$ cat config.mk
export PLATFORM = sky130hd
export DESIGN_NAME = controller_poller_flat
export DESIGN_NICKNAME = d
export VERILOG_FILES = /design/src/rtl/controller_poller_if.sv /design/src/rtl/controller_poller.sv /design/src/flat_wrapper.sv
export SDC_FILE = /design/constraint.sdc
export NUM_CORES = 1
export LEC_CHECK = 0
export BUFFER_PORTS_ARGS = -buffer_cell sky130_fd_sc_hd__buf_2
export CORE_ASPECT_RATIO = 1.75
export CORE_MARGIN = 3
export CORE_UTILIZATION = 50
export DETAILED_ROUTE_END_ITERATION = 10
export PLACE_DENSITY = 0.7
export SLEW_MARGIN = 0
export SYNTH_ARGS = -nofsm -noshare
export SYNTH_HDL_FRONTEND = slang
export SYNTH_SLANG_ARGS = --single-unit
$ cat constraint.sdc
create_clock -name clk -period 1.9 [get_ports clk]
set_input_delay 0.19 -clock clk [delete_from_list [all_inputs] [get_ports clk]]
set_output_delay 0.19 -clock clk [all_outputs]
set_load 0.005 [all_outputs]
$ cat src/rtl/controller_poller_if.sv
// rtl/controller_poller_if.sv - pad bus and register-side signals of the two-pad poller
interface controller_poller_if;
    logic       start;
    logic       ctrl_latch;
    logic       ctrl_clk;
    logic       ctrl_data_1_B;
    logic       ctrl_data_2_B;
    logic [7:0] buttons_1;
    logic [7:0] buttons_2;
    logic       busy;
    logic       done;

    modport master (
        input  start, ctrl_data_1_B, ctrl_data_2_B,
        output ctrl_latch, ctrl_clk, buttons_1, buttons_2, busy, done
    );

    modport slave (
        output start, ctrl_data_1_B, ctrl_data_2_B,
        input  ctrl_latch, ctrl_clk, buttons_1, buttons_2, busy, done
    );
endinterface

$ cat src/rtl/controller_poller.sv
// rtl/controller_poller.sv - latches and serially reads two NES-style pads sharing latch/clock lines
module controller_poller #(
    parameter int LATCH_CYCLES = 12,
    parameter int HALF_PERIOD  = 6
) (
    input  logic                clk,
    input  logic                rst,
    controller_poller_if.master bus
);
    localparam int LW = (LATCH_CYCLES > 1) ? $clog2(LATCH_CYCLES) : 1;
    localparam int HW = (HALF_PERIOD > 1) ? $clog2(HALF_PERIOD) : 1;
    localparam int CW = (LW > HW) ? LW : HW;
    localparam logic [CW-1:0] LATCH_LAST = CW'(LATCH_CYCLES - 1);
    localparam logic [CW-1:0] HALF_LAST  = CW'(HALF_PERIOD - 1);

    typedef enum logic [2:0] {S_IDLE, S_LATCH, S_LOW, S_HIGH, S_DONE} state_t;

    state_t        r_state;
    state_t        w_next;
    logic [CW-1:0] r_cnt;
    logic [2:0]    r_bit;
    logic [1:0]    r_sync_1;
    logic [1:0]    r_sync_2;
    logic [7:0]    r_sr_1;
    logic [7:0]    r_sr_2;
    logic [7:0]    r_buttons_1;
    logic [7:0]    r_buttons_2;
    logic          r_latch;
    logic          r_cclk;
    logic          r_busy;
    logic          r_done;
    logic          w_phase_end;
    logic          w_latch;
    logic          w_cclk;
    logic          w_busy;
    logic          w_done;

    assign w_phase_end = (r_state == S_LATCH) ? (r_cnt == LATCH_LAST) : (r_cnt == HALF_LAST);

    always_ff @(posedge clk or posedge rst) begin
        if (rst) begin
            r_state <= S_IDLE;
        end else begin
            r_state <= w_next;
        end
    end

    // Outputs are decoded from the next state and registered, so they line up with r_state.
    always_comb begin
        w_next = r_state;
        unique case (r_state)
            S_IDLE:  if (bus.start) w_next = S_LATCH;
            S_LATCH: if (w_phase_end) w_next = S_LOW;
            S_LOW:   if (w_phase_end) w_next = S_HIGH;
            S_HIGH:  if (w_phase_end) w_next = (r_bit == 3'd7) ? S_DONE : S_LOW;
            S_DONE:  w_next = S_IDLE;
            default: w_next = S_IDLE;
        endcase
        w_latch = (w_next == S_LATCH);
        w_cclk  = (w_next == S_HIGH);
        w_busy  = (w_next == S_LATCH) || (w_next == S_LOW) || (w_next == S_HIGH);
        w_done  = (w_next == S_DONE);
    end

    always_ff @(posedge clk or posedge rst) begin
        if (rst) begin
            r_cnt       <= '0;
            r_bit       <= '0;
            r_sync_1    <= 2'b11;
            r_sync_2    <= 2'b11;
            r_sr_1      <= '0;
            r_sr_2      <= '0;
            r_buttons_1 <= '0;
            r_buttons_2 <= '0;
            r_latch     <= 1'b0;
            r_cclk      <= 1'b0;
            r_busy      <= 1'b0;
            r_done      <= 1'b0;
        end else begin
            r_sync_1 <= {r_sync_1[0], bus.ctrl_data_1_B};
            r_sync_2 <= {r_sync_2[0], bus.ctrl_data_2_B};

            if ((w_next != r_state) || (r_state == S_IDLE)) begin
                r_cnt <= '0;
            end else begin
                r_cnt <= r_cnt + CW'(1);
            end

            if (r_state == S_LATCH) begin
                r_bit <= '0;
            end else if ((r_state == S_HIGH) && w_phase_end) begin
                r_bit <= r_bit + 3'd1;
            end

            // Sample at the end of each low phase; first bit received lands in the MSB.
            if ((r_state == S_LOW) && w_phase_end) begin
                r_sr_1 <= {r_sr_1[6:0], ~r_sync_1[1]};
                r_sr_2 <= {r_sr_2[6:0], ~r_sync_2[1]};
            end

            if (w_next == S_DONE) begin
                r_buttons_1 <= r_sr_1;
                r_buttons_2 <= r_sr_2;
            end

            r_latch <= w_latch;
            r_cclk  <= w_cclk;
            r_busy  <= w_busy;
            r_done  <= w_done;
        end
    end

    assign bus.ctrl_latch = r_latch;
    assign bus.ctrl_clk   = r_cclk;
    assign bus.buttons_1  = r_buttons_1;
    assign bus.buttons_2  = r_buttons_2;
    assign bus.busy       = r_busy;
    assign bus.done       = r_done;
endmodule

$ cat src/flat_wrapper.sv
// flat-port wrapper written by rule: the top's interface ports become plain ports
module controller_poller_flat 
#(
    parameter int LATCH_CYCLES = 12,
    parameter int HALF_PERIOD  = 6
)
  (clk, rst, bus_start, bus_ctrl_data_1_B, bus_ctrl_data_2_B, bus_ctrl_latch, bus_ctrl_clk, bus_buttons_1, bus_buttons_2, bus_busy, bus_done);
  controller_poller_if bus_i ();
  input  logic clk;
  input  logic rst;
  input wire logic [$bits(bus_i.start)-1:0] bus_start;
  input wire logic [$bits(bus_i.ctrl_data_1_B)-1:0] bus_ctrl_data_1_B;
  input wire logic [$bits(bus_i.ctrl_data_2_B)-1:0] bus_ctrl_data_2_B;
  output wire logic [$bits(bus_i.ctrl_latch)-1:0] bus_ctrl_latch;
  output wire logic [$bits(bus_i.ctrl_clk)-1:0] bus_ctrl_clk;
  output wire logic [$bits(bus_i.buttons_1)-1:0] bus_buttons_1;
  output wire logic [$bits(bus_i.buttons_2)-1:0] bus_buttons_2;
  output wire logic [$bits(bus_i.busy)-1:0] bus_busy;
  output wire logic [$bits(bus_i.done)-1:0] bus_done;
  assign bus_i.start = bus_start;
  assign bus_i.ctrl_data_1_B = bus_ctrl_data_1_B;
  assign bus_i.ctrl_data_2_B = bus_ctrl_data_2_B;
  assign bus_ctrl_latch = bus_i.ctrl_latch;
  assign bus_ctrl_clk = bus_i.ctrl_clk;
  assign bus_buttons_1 = bus_i.buttons_1;
  assign bus_buttons_2 = bus_i.buttons_2;
  assign bus_busy = bus_i.busy;
  assign bus_done = bus_i.done;
  controller_poller #(.LATCH_CYCLES(LATCH_CYCLES), .HALF_PERIOD(HALF_PERIOD)) u_core (.clk(clk), .rst(rst), .bus(bus_i));
endmodule
==> out/metrics.csv, run 1 <==
metric,value,unit
cts-root-buf,clkbuf_8,
r2r_setup_slack,180,ps
drc,0,
cp_slowest_cell,dfrtp_1,
p_leak,1.230,nW
ant_nets,0,
htreeDepth,2,
r2r_start,u_core.r_bit[0],
endpoint_kind,flop,
cp.depth,6,
syn_to_final_growth,17.01,%
tritoncts,yes,
powerDensity,1099,nW/µm²
clk_pin_slew_worst_paths,90,ps
finalNonFillerCells,219,
ys_seq_elements,50,
regArea,1256,µm²
rows,30,
numClockSinks,50,
syn_area_per_cell,15.14,µm²
design.die.area,4988,µm²
grt-busiest-layer,met2,
cp_max_fo,17,
port_buffers,24,
start_kind,flop,
initial_core_util,52.63,%
tns,0,ps
antenna_found_initial,0,
syn_area,2074,µm²
rr_worst_depth,6,
drt_iter0_markers,15,
skew,7.373,ps
vias,1176,
die_w,54.69,µm
crit_start,u_core.r_bit[0],
synthTopCellsByArea,"dfrtp_1 (55%), mux2_4 (12%), mux2_2 (7.6%), dfstp_2 (5.1%), ha_1 (1.8%)",
cts_inserted_buffers,5,
cp.required,2090,ps
slew_viol_final,0,
grt_pass1_vias,1230,
worst_pin_slew,612.3,ps
diodes,0,
ys_warn_count,0,
outcome,"complete, no violations",
crit_arrival,1910,ps
hold_class,primary input to async pin,
track_usage,15.50,%
multi_input_area,743.2,µm²
routed_wl,3318,µm
critical_path_class,flop to flop,
clockBufferDepth,2,
insertion_delay,300,ps
crit_top_cell,ha_1,
endpoint,u_core.bus.buttons_1[0],
grt_use_met1,19.21,%
drv_cap,0,
n_fill_cell,307,
die_h,91.21,µm
ys_types,36,
globalplace.congestion,0.8333,
pin_count,25,
min_period,1725,ps
yosysSeqAreaShare,60.55,%
ys.flop_type,dfrtp_1,
firstDrtPassIters,4,
grt_use_met3,3.941,%
drive_gt1_share,46.20,%
synth_edf_count,0,
dp.cells,209,
syn_nets,145,
hold_viol,0,
grt_max_degree,51,
cp_cell_sequence,ha_1 > ha_1 > nand2_1 > nor3_4 > buf_12 > mux2_2,
nNetsFinal,178,
ys_async_sr_fraction,100.0,%
layout_common_cells,"dfrtp_1 (46), buf_2 (24), mux2_4 (16), mux2_2 (14)",
vias_per_cell,5.370,
rsz0062_at_grt,false,
layout_commonest_cell,dfrtp_1,
grt_first_pass_wirelength,5706,µm
syn_inst,137,
vdd_drop_max,0.9918,mV
post_cts.repair.setup_buffers,0,
slowest_delay,410,ps
crit_buf_inv,1,
period_share,90.78,%
slew_headroom,59.18,%
synth_top_area_share,55.49,%
r2r-end,u_core.bus.buttons_1[0],
synth_top_cell_by_area,dfrtp_1,
dp_hpwl,2346,µm
core_area,3941,µm²
path_delay_family,flip-flops,
routedWlPerCell,15.15,µm
overflow,0,
use_met2,24.41,%
final-setup-viol-count,0,
fmax,579.8,MHz
[power by group]
part	switching [mW]	internal (mW)
sequential	0.120	1.19
clock	0.335	0.561
combinational	0.248	0.213
[logic make-up (layout without fill, tap and decap cells)]
| family | Yosys count | in the layout | synth area share (%) |
|---|---|---|---|
| flip-flops | 50 | 50 | 60.55 |
| multiplexers | 31 | 31 | 19.66 |
| adder cells (fa/ha/maj) | 3 | 3 | 1.810 |
| AO/OA/AOI/OAI | 13 | 13 | 4.524 |
| AND/OR/NAND/NOR | 27 | 27 | 8.565 |
| XOR/XNOR | 3 | 3 | 1.267 |
| buffers and inverters | 10 | 44 | 3.618 |
[registers in the layout, indices dropped and copies added, names as in the netlist]
signal	cells
u_core.r_sync_1	2
u_core.r_sr_2	8
u_core.bus.buttons_1	8
u_core.r_sr_1	8
u_core.r_bit	3
u_core.bus.ctrl_clk	1
u_core.r_cnt	4
u_core.bus.done	1
u_core.r_sync_2	2
u_core.bus.busy	1
u_core.r_state	3
u_core.bus.ctrl_latch	1
u_core.bus.buttons_2	8
[synth_stat cells (2+ instances only)]
library cell / n
nor3_4: 2
o21ai_0: 3
dfrtp_1: 46
inv_1: 4
nand2_1: 3
a21oi_1: 2
nand2b_1: 2
nor2_1: 6
dfstp_2: 4
mux2_2: 14
a22oi_1: 2
ha_1: 3
mux2_4: 16
xnor2_1: 2
nor3_1: 6
buf_2: 2
[layer usage]
layer / vias up / wire length, µm / share of wire (%)
met5: - / 0 / 0
met4: 0 / 70 / 2.1
met3: 6 / 127 / 3.8
met2: 24 / 1765 / 53
met1: 599 / 1354 / 41
li1: 547 / - / -
[worst min path at each step]
stage                            startpoint                 endpoint  cells past startpoint
after global placement    bus_ctrl_data_1_B       u_core.r_sync_1[0]                      1
after floorplan           bus_ctrl_data_1_B       u_core.r_sync_1[0]                      0
after CTS                               rst  u_core.bus.buttons_1[1]                      3
after global routing                    rst         u_core.r_sr_1[5]                      3
after detailed placement  bus_ctrl_data_2_B       u_core.r_sync_2[0]                      1
final                                   rst  u_core.bus.buttons_1[1]                      3
[through the flow]
| step | hold slack, ps | cell area [µm²] | utilization (%) | power [mW] | setup WS [ps] |
|---|---|---|---|---|---|
| after CTS | 54.75 | 2427 | 61.59 | 2.695 | 163.2 |
| final | 35.90 | 2427 | 61.59 | 2.667 | 175.2 |
| after global placement | 294.9 | 2265 | 57.46 | 1.763 | 221.7 |
| after global routing | 74.86 | 2427 | 61.59 | 2.823 | 68.65 |
| after detailed placement | 296.2 | 2265 | 57.46 | 1.792 | 174.5 |
| after floorplan | 194.5 | 2074 | - | 1.660 | 167.6 |
[area by class of cell]
cell class	instances	share of cell area, %
clock buffers	6	3.402
clock inverters	2	2.474
inverters	4	0.6186
multi-input cells	77	30.62
flip-flops and latches	50	51.75
well taps	48	2.474
repair buffers	32	8.660
[repair_timing]
| item | 4_1_cts | 5_1_grt |
|---|---|---|
| endpoints found under the hold margin | 2 | 0 |
| hold buffers | 2 | 0 |
| resized for setup | 0 | 0 |
[worst register-to-register path: stages, from the launching register on]
cell and delay, ps:
dfrtp_1 410, ha_1 170, ha_1 160, nand2_1 100
nor3_4 230, buf_12 190, mux2_2 360
(Power assumes the default switching activity.)
==> run 2: changes to the inputs <==
- REMOVE_ABC_BUFFERS: default -> 1
==> run 2 against run 1 <==
Against the previous run:
- combinational power is 4.3% lower
- die area stayed put
- count of clock-buffer cells in the layout stayed put
- hold slack better by 140 ps
- critical path depth stayed put
- maximum frequency is 2.2% lower
- sequential share of layout area is 0.21 points lower
- clock power is 1% lower
- register-to-register slack worse by 40 ps
- setup slack worse by 38 ps
- non-clock buffer count is 1 higher
==> out/metrics.csv, run 2 (same netlist as run 1, synthesis figures left out) <==
metric,value,unit
htreeDepth,2,
critical_path_class,flop to flop,
port_buffers,24,
r2r_start,u_core.r_bit[0],
skew,7.828,ps
finalNonFillerCells,220,
post-route-util,61.84,%
firstDrtPassIters,4,
r2r-end,u_core.bus.buttons_2[3],
overflow,0,
min_period,1763,ps
die_w,54.69,µm
rows,30,
worst_pin_slew,384.1,ps
tritoncts,yes,
holdWs,172.5,ps
routed_wl,3371,µm
ant_nets,0,
numClockSinks,50,
grt_pass1_vias,1256,
endpoint_kind,flop,
power,2.653,mW
slew_headroom,74.39,%
drc,0,
dp_hpwl,2477,µm
grt_first_pass_wirelength,5830,µm
endpoint,u_core.bus.buttons_2[3],
r2r_setup_slack,140,ps
crit_start,u_core.r_bit[0],
nNetsFinal,179,
drt_iter0_markers,26,
period_share,92.80,%
final-setup-viol-count,0,
finalInstanceArea,2437,µm²
rsz0062_at_grt,false,
outcome,"complete, no violations",
slew_viol_final,0,
rr_worst_depth,6,
p_leak,1.234,nW
fmax,567.1,MHz
pre_cts_ws,137.1,ps
grt_max_degree,20,
pin_count,25,
hold_class,primary input to flop,
layout_commonest_cell,dfrtp_1,
top_layer,met4,
cts_inserted_buffers,5,
design.die.area,4988,µm²
hold_viol,0,
start_kind,flop,
antenna_found_initial,0,
vdd_drop_max,0.8065,mV
diodes,0,
vias_per_cell,5.282,
cp.required,2080,ps
syn_to_final_growth,17.49,%
setup_slack,136.7,ps
initial_core_util,52.63,%
cts-root-buf,clkbuf_8,
crit_arrival,1940,ps
clk_pin_slew_worst_paths,80,ps
clockBufferDepth,2,
drv_cap,0,
place_area,2265,µm²
tns,0,ps
drive_gt1_share,45.93,%
core_area,3941,µm²
met1_length,1422,µm
dp.cells,209,
die_h,91.21,µm
routedWlPerCell,15.32,µm
insertion_delay,290,ps
wl_met3,112,µm
wl_met2,1774,µm
track_usage,16.06,%
globalplace.congestion,0.7624,
vias,1162,
powerDensity,1088,nW/µm²
n_fill_cell,307,
cp_max_fo,17,
layout_common_cells,"dfrtp_1 (46), buf_2 (24), mux2_4 (16), mux2_2 (14)",
[run 2: cell count changes in the layout (fill, tap and decap cells not counted)]
| cell | before | now |
|---|---|---|
| dlygate4sd3_1 | 2 | 3 |
[run 2: area by class of cell]
cell class | count | area [µm²] | share of cell area (%)
Sequential cell | 50 | 1256 | 51.54
Multi-Input combinational cell | 77 | 743.2 | 30.49
Timing Repair Buffer | 33 | 220.2 | 9.035
Clock buffer | 6 | 82.58 | 3.388
Clock inverter | 2 | 60.06 | 2.464
Tap cell | 48 | 60.06 | 2.464
Inverter | 4 | 15.01 | 0.6160
[run 2: worst min path at each step]
stage                 startpoint                 endpoint  slack [ps]  depth (start not counted)
5_1_grt                bus_start    u_core.bus.ctrl_latch         180                          3
2_1_floorplan  bus_ctrl_data_1_B       u_core.r_sync_1[0]         190                          0
6_report               bus_start    u_core.bus.ctrl_latch         170                          3
3_5_place_dp                 rst  u_core.bus.buttons_1[0]         200                          2
4_1_cts                bus_start    u_core.bus.ctrl_latch         160                          3
3_3_place_gp                 rst  u_core.bus.buttons_1[1]         180                          2
[run 2: repair_timing]
| action | 4_1_cts | 5_1_grt |
|---|---|---|
| resized for setup | 0 | 0 |
| hold endpoints to repair | 18 | 0 |
| buffers inserted | 0 | 0 |
| hold buffers | 3 | 0 |
[run 2: power breakdown]
group	switching (mW)	internal [mW]
clock network	0.324	0.561
logic	0.235	0.207
registers	0.138	1.19
[run 2: routing by layer]
layer | vias up | track usage, %
met1 | 584 | 19.04
met4 | 0 | 6.237
met2 | 20 | 26.58
met3 | 6 | 3.941
met5 | - | 0
li1 | 552 | -
[run 2: critical path: stages, from the launching register on]
cell and delay, ps:
dfrtp_1 410, ha_1 180, ha_1 170, nand2_1 110
nor3_4 250, buf_12 200, mux2_2 350
==> run 3: changes to the inputs <==
- ABC_AREA: default -> 1
- CTS_CLUSTER_SIZE: default -> 16
==> run 3 against run 2 <==
Against the previous run:
- hold slack got worse by 4.5 ps
- die area shrank 1.2%
- largest power group unchanged
- critical endpoint is now u_core.bus.buttons_2[1]
- clock power fell by 14%
- sequential share of layout area is 1.4 points higher
- global-route usage is 0.11 points higher
- sequential cell count unchanged
- synthesized cell count increased by 46%
- critical path type unchanged
- final area shrank 2.6%
==> out/metrics.csv, run 3 <==
metric,value,unit
netlist_top_cells_count,"nand2_1 (47), dfrtp_1 (46), inv_1 (25)",
n_fill_cell,341,
pin_count,25,
synth.most_common_cell,nand2_1,
min_to,u_core.bus.ctrl_latch,
die_h,90.67,µm
hold_class,primary input to flop,
vdd_drop_max,0.6791,mV
cp_slowest_cell,dfrtp_1,
htreeDepth,2,
firstDrtPassIters,4,
antenna_found_initial,0,
core_area,3904,µm²
ys_async_sr_fraction,100.0,%
vias,1363,
holdWs,167.9,ps
whs_path_depth,3,
skew,7.411,ps
rr_worst_depth,8,
slew_viol_final,0,
clkPwrFrac,40.2,%
diodes,0,
design.die.area,4930,µm²
syn_area,2048,µm²
rsz0062_at_grt,false,
post_cts.repair.setup_buffers,0,
critical_path_class,flop to flop,
start_kind,flop,
r2r-end,u_core.bus.buttons_2[1],
layout_common_cells,"nand2_1 (47), dfrtp_1 (46), inv_1 (24), buf_2 (24), o21ai_2 (14)",
syn_to_final_growth,15.88,%
ant_nets,0,
clockBufferDepth,2,
ys_warn_count,0,
drive_gt1_share,26.29,%
syn_area_per_cell,10.24,µm²
tns,0,ps
p_int,1.521,mW
cts_resized,0,
cp_cell_sequence,ha_1 > ha_1 > a21oi_1 > nor2_4 > inv_2 > buf_12 > nand2_1 > o21ai_2,
fmax,617.0,MHz
ys_types,25,
die_w,54.38,µm
worst_pin_slew,308.8,ps
r2r_setup_slack,280,ps
track_usage,16.17,%
p_leak,1.190,nW
layout_commonest_cell,nand2_1,
nNetsFinal,239,
rows,30,
final-setup-viol-count,0,
slew_headroom,79.26,%
routed_wl,3313,µm
cp_max_fo,30,
p_sw,0.3608,mW
synthTopCellsByArea,"dfrtp_1 (56%), nand2_1 (8.6%), o21ai_2 (6.0%), dfstp_2 (5.1%), inv_1 (4.6%)",
drt_iter0_markers,18,
period_share,85.31,%
port_buffers,24,
grt_max_degree,51,
drc,0,
clk_pin_slew_worst_paths,80,ps
seq_power_share,57.4,%
syn_inst,200,
endpoint_kind,flop,
grt_pass1_vias,1330,
yosysSeqAreaShare,61.33,%
cts_inserted_buffers,5,
powerDensity,793.0,nW/µm²
grt_first_pass_wirelength,5823,µm
synth_top_area_share,56.20,%
routedWlPerCell,11.83,µm
initial_core_util,52.47,%
power_frac_comb,2.3,%
synth_top_cell_by_area,dfrtp_1,
globalplace.congestion,0.8637,
ys_seq_elements,50,
numClockSinks,50,
synth_edf_count,0,
vias_per_cell,4.868,
slowest_delay,410,ps
cp.required,2130,ps
drv_cap,0,
r2r_start,u_core.r_bit[0],
overflow,0,
outcome,"complete, no violations",
hold_viol,0,
crit_arrival,1850,ps
min_from,bus_start,
ys.flop_type,dfrtp_1,
switching_share,19.17,%
crit_top_cell,ha_1,
tritoncts,yes,
min_period,1621,ps
insertion_delay,300,ps
dp_hpwl,2325,µm
cts-root-buf,clkbuf_8,
## run 3: cell count changes after synthesis, sizes merged, moves of 9 or more
cell / delta
nand2: +46
o21ai: +32
mux2: -30
nand3: +9
inv: +22
## run 3: final cells by class
type	instances	area, µm²	area share, %
Clock buffer	7	86.33	3.637
Clock inverter	1	30.03	1.265
Inverter	26	97.59	4.112
Timing Repair Buffer	30	197.7	8.329
Sequential cell	50	1256	52.93
Multi-Input combinational cell	118	645.6	27.20
Tap cell	48	60.06	2.530
## run 3: cell families after synthesis
kind of cell    synth area share [%]
xor+xnor                      0.8554
buf+inv                        7.147
fa+ha+maj                      1.833
compound gates                 11.61
simple gates                   17.23
flops                          61.33
## run 3: how the worst max path moves through the flow
stage	end	depth (start not counted)	slack (ps)	start
after floorplan	u_core.r_cnt[0]	6	150	u_core.r_state[0]
after global placement	u_core.bus.buttons_1[5]	9	340	u_core.r_state[1]
after detailed placement	u_core.bus.buttons_2[1]	9	270	u_core.r_state[1]
after CTS	u_core.bus.buttons_2[1]	9	250	u_core.r_state[1]
after global routing	u_core.r_sr_2[3]	8	110	u_core.r_state[2]
final	u_core.bus.buttons_2[1]	8	280	u_core.r_bit[0]
## run 3: metrics by stage
stage | total power, mW | std cells | cell area [µm²] | setup WS, ps | utilization, %
floorplan | 1.126 | 194 | 1999 | 151.7 | -
global placement | 1.143 | 269 | 2227 | 337.1 | 57.05
detailed placement | 1.144 | 269 | 2227 | 274.3 | 57.05
CTS | 1.913 | 280 | 2374 | 252.5 | 60.80
global route | 1.968 | 280 | 2374 | 107.4 | 60.80
finish | 1.882 | 280 | 2374 | 279.2 | 60.80
## run 3: power groups by stage
stage | Clock [mW] | Combinational (mW) | Sequential (mW)
final | 0.757 | 0.0438 | 1.08
after global routing | 0.835 | 0.0512 | 1.08
after CTS | 0.786 | 0.0463 | 1.08
after detailed placement | 0 | 0.0415 | 1.10
after global placement | 0 | 0.0408 | 1.10
after floorplan | 0 | 0.0248 | 1.10
## run 3: timing repair
item                       in CTS  in global routing
setup endpoints to repair       0                  0
hold buffers                    3                  0
hold endpoints to repair       48                  0
## run 3: worst max-delay path, delay by kind of cell (launching register included)
family	cells	cell delay (ps)
DFF	1	410
adders and majority gates	2	390
AOI/OAI and AO/OA	2	320
buffers and inverters	2	250
and+or+nand+nor	2	160
## run 3: metal layers
metal	wire length, µm	up-vias	global-route usage, %	share of wire [%]
li1	-	690	-	-
met1	1380	637	19.05	42
met2	1694	30	24.90	51
met3	158	6	5.124	4.8
met4	79	0	9.148	2.4
met5	0	-	0	0
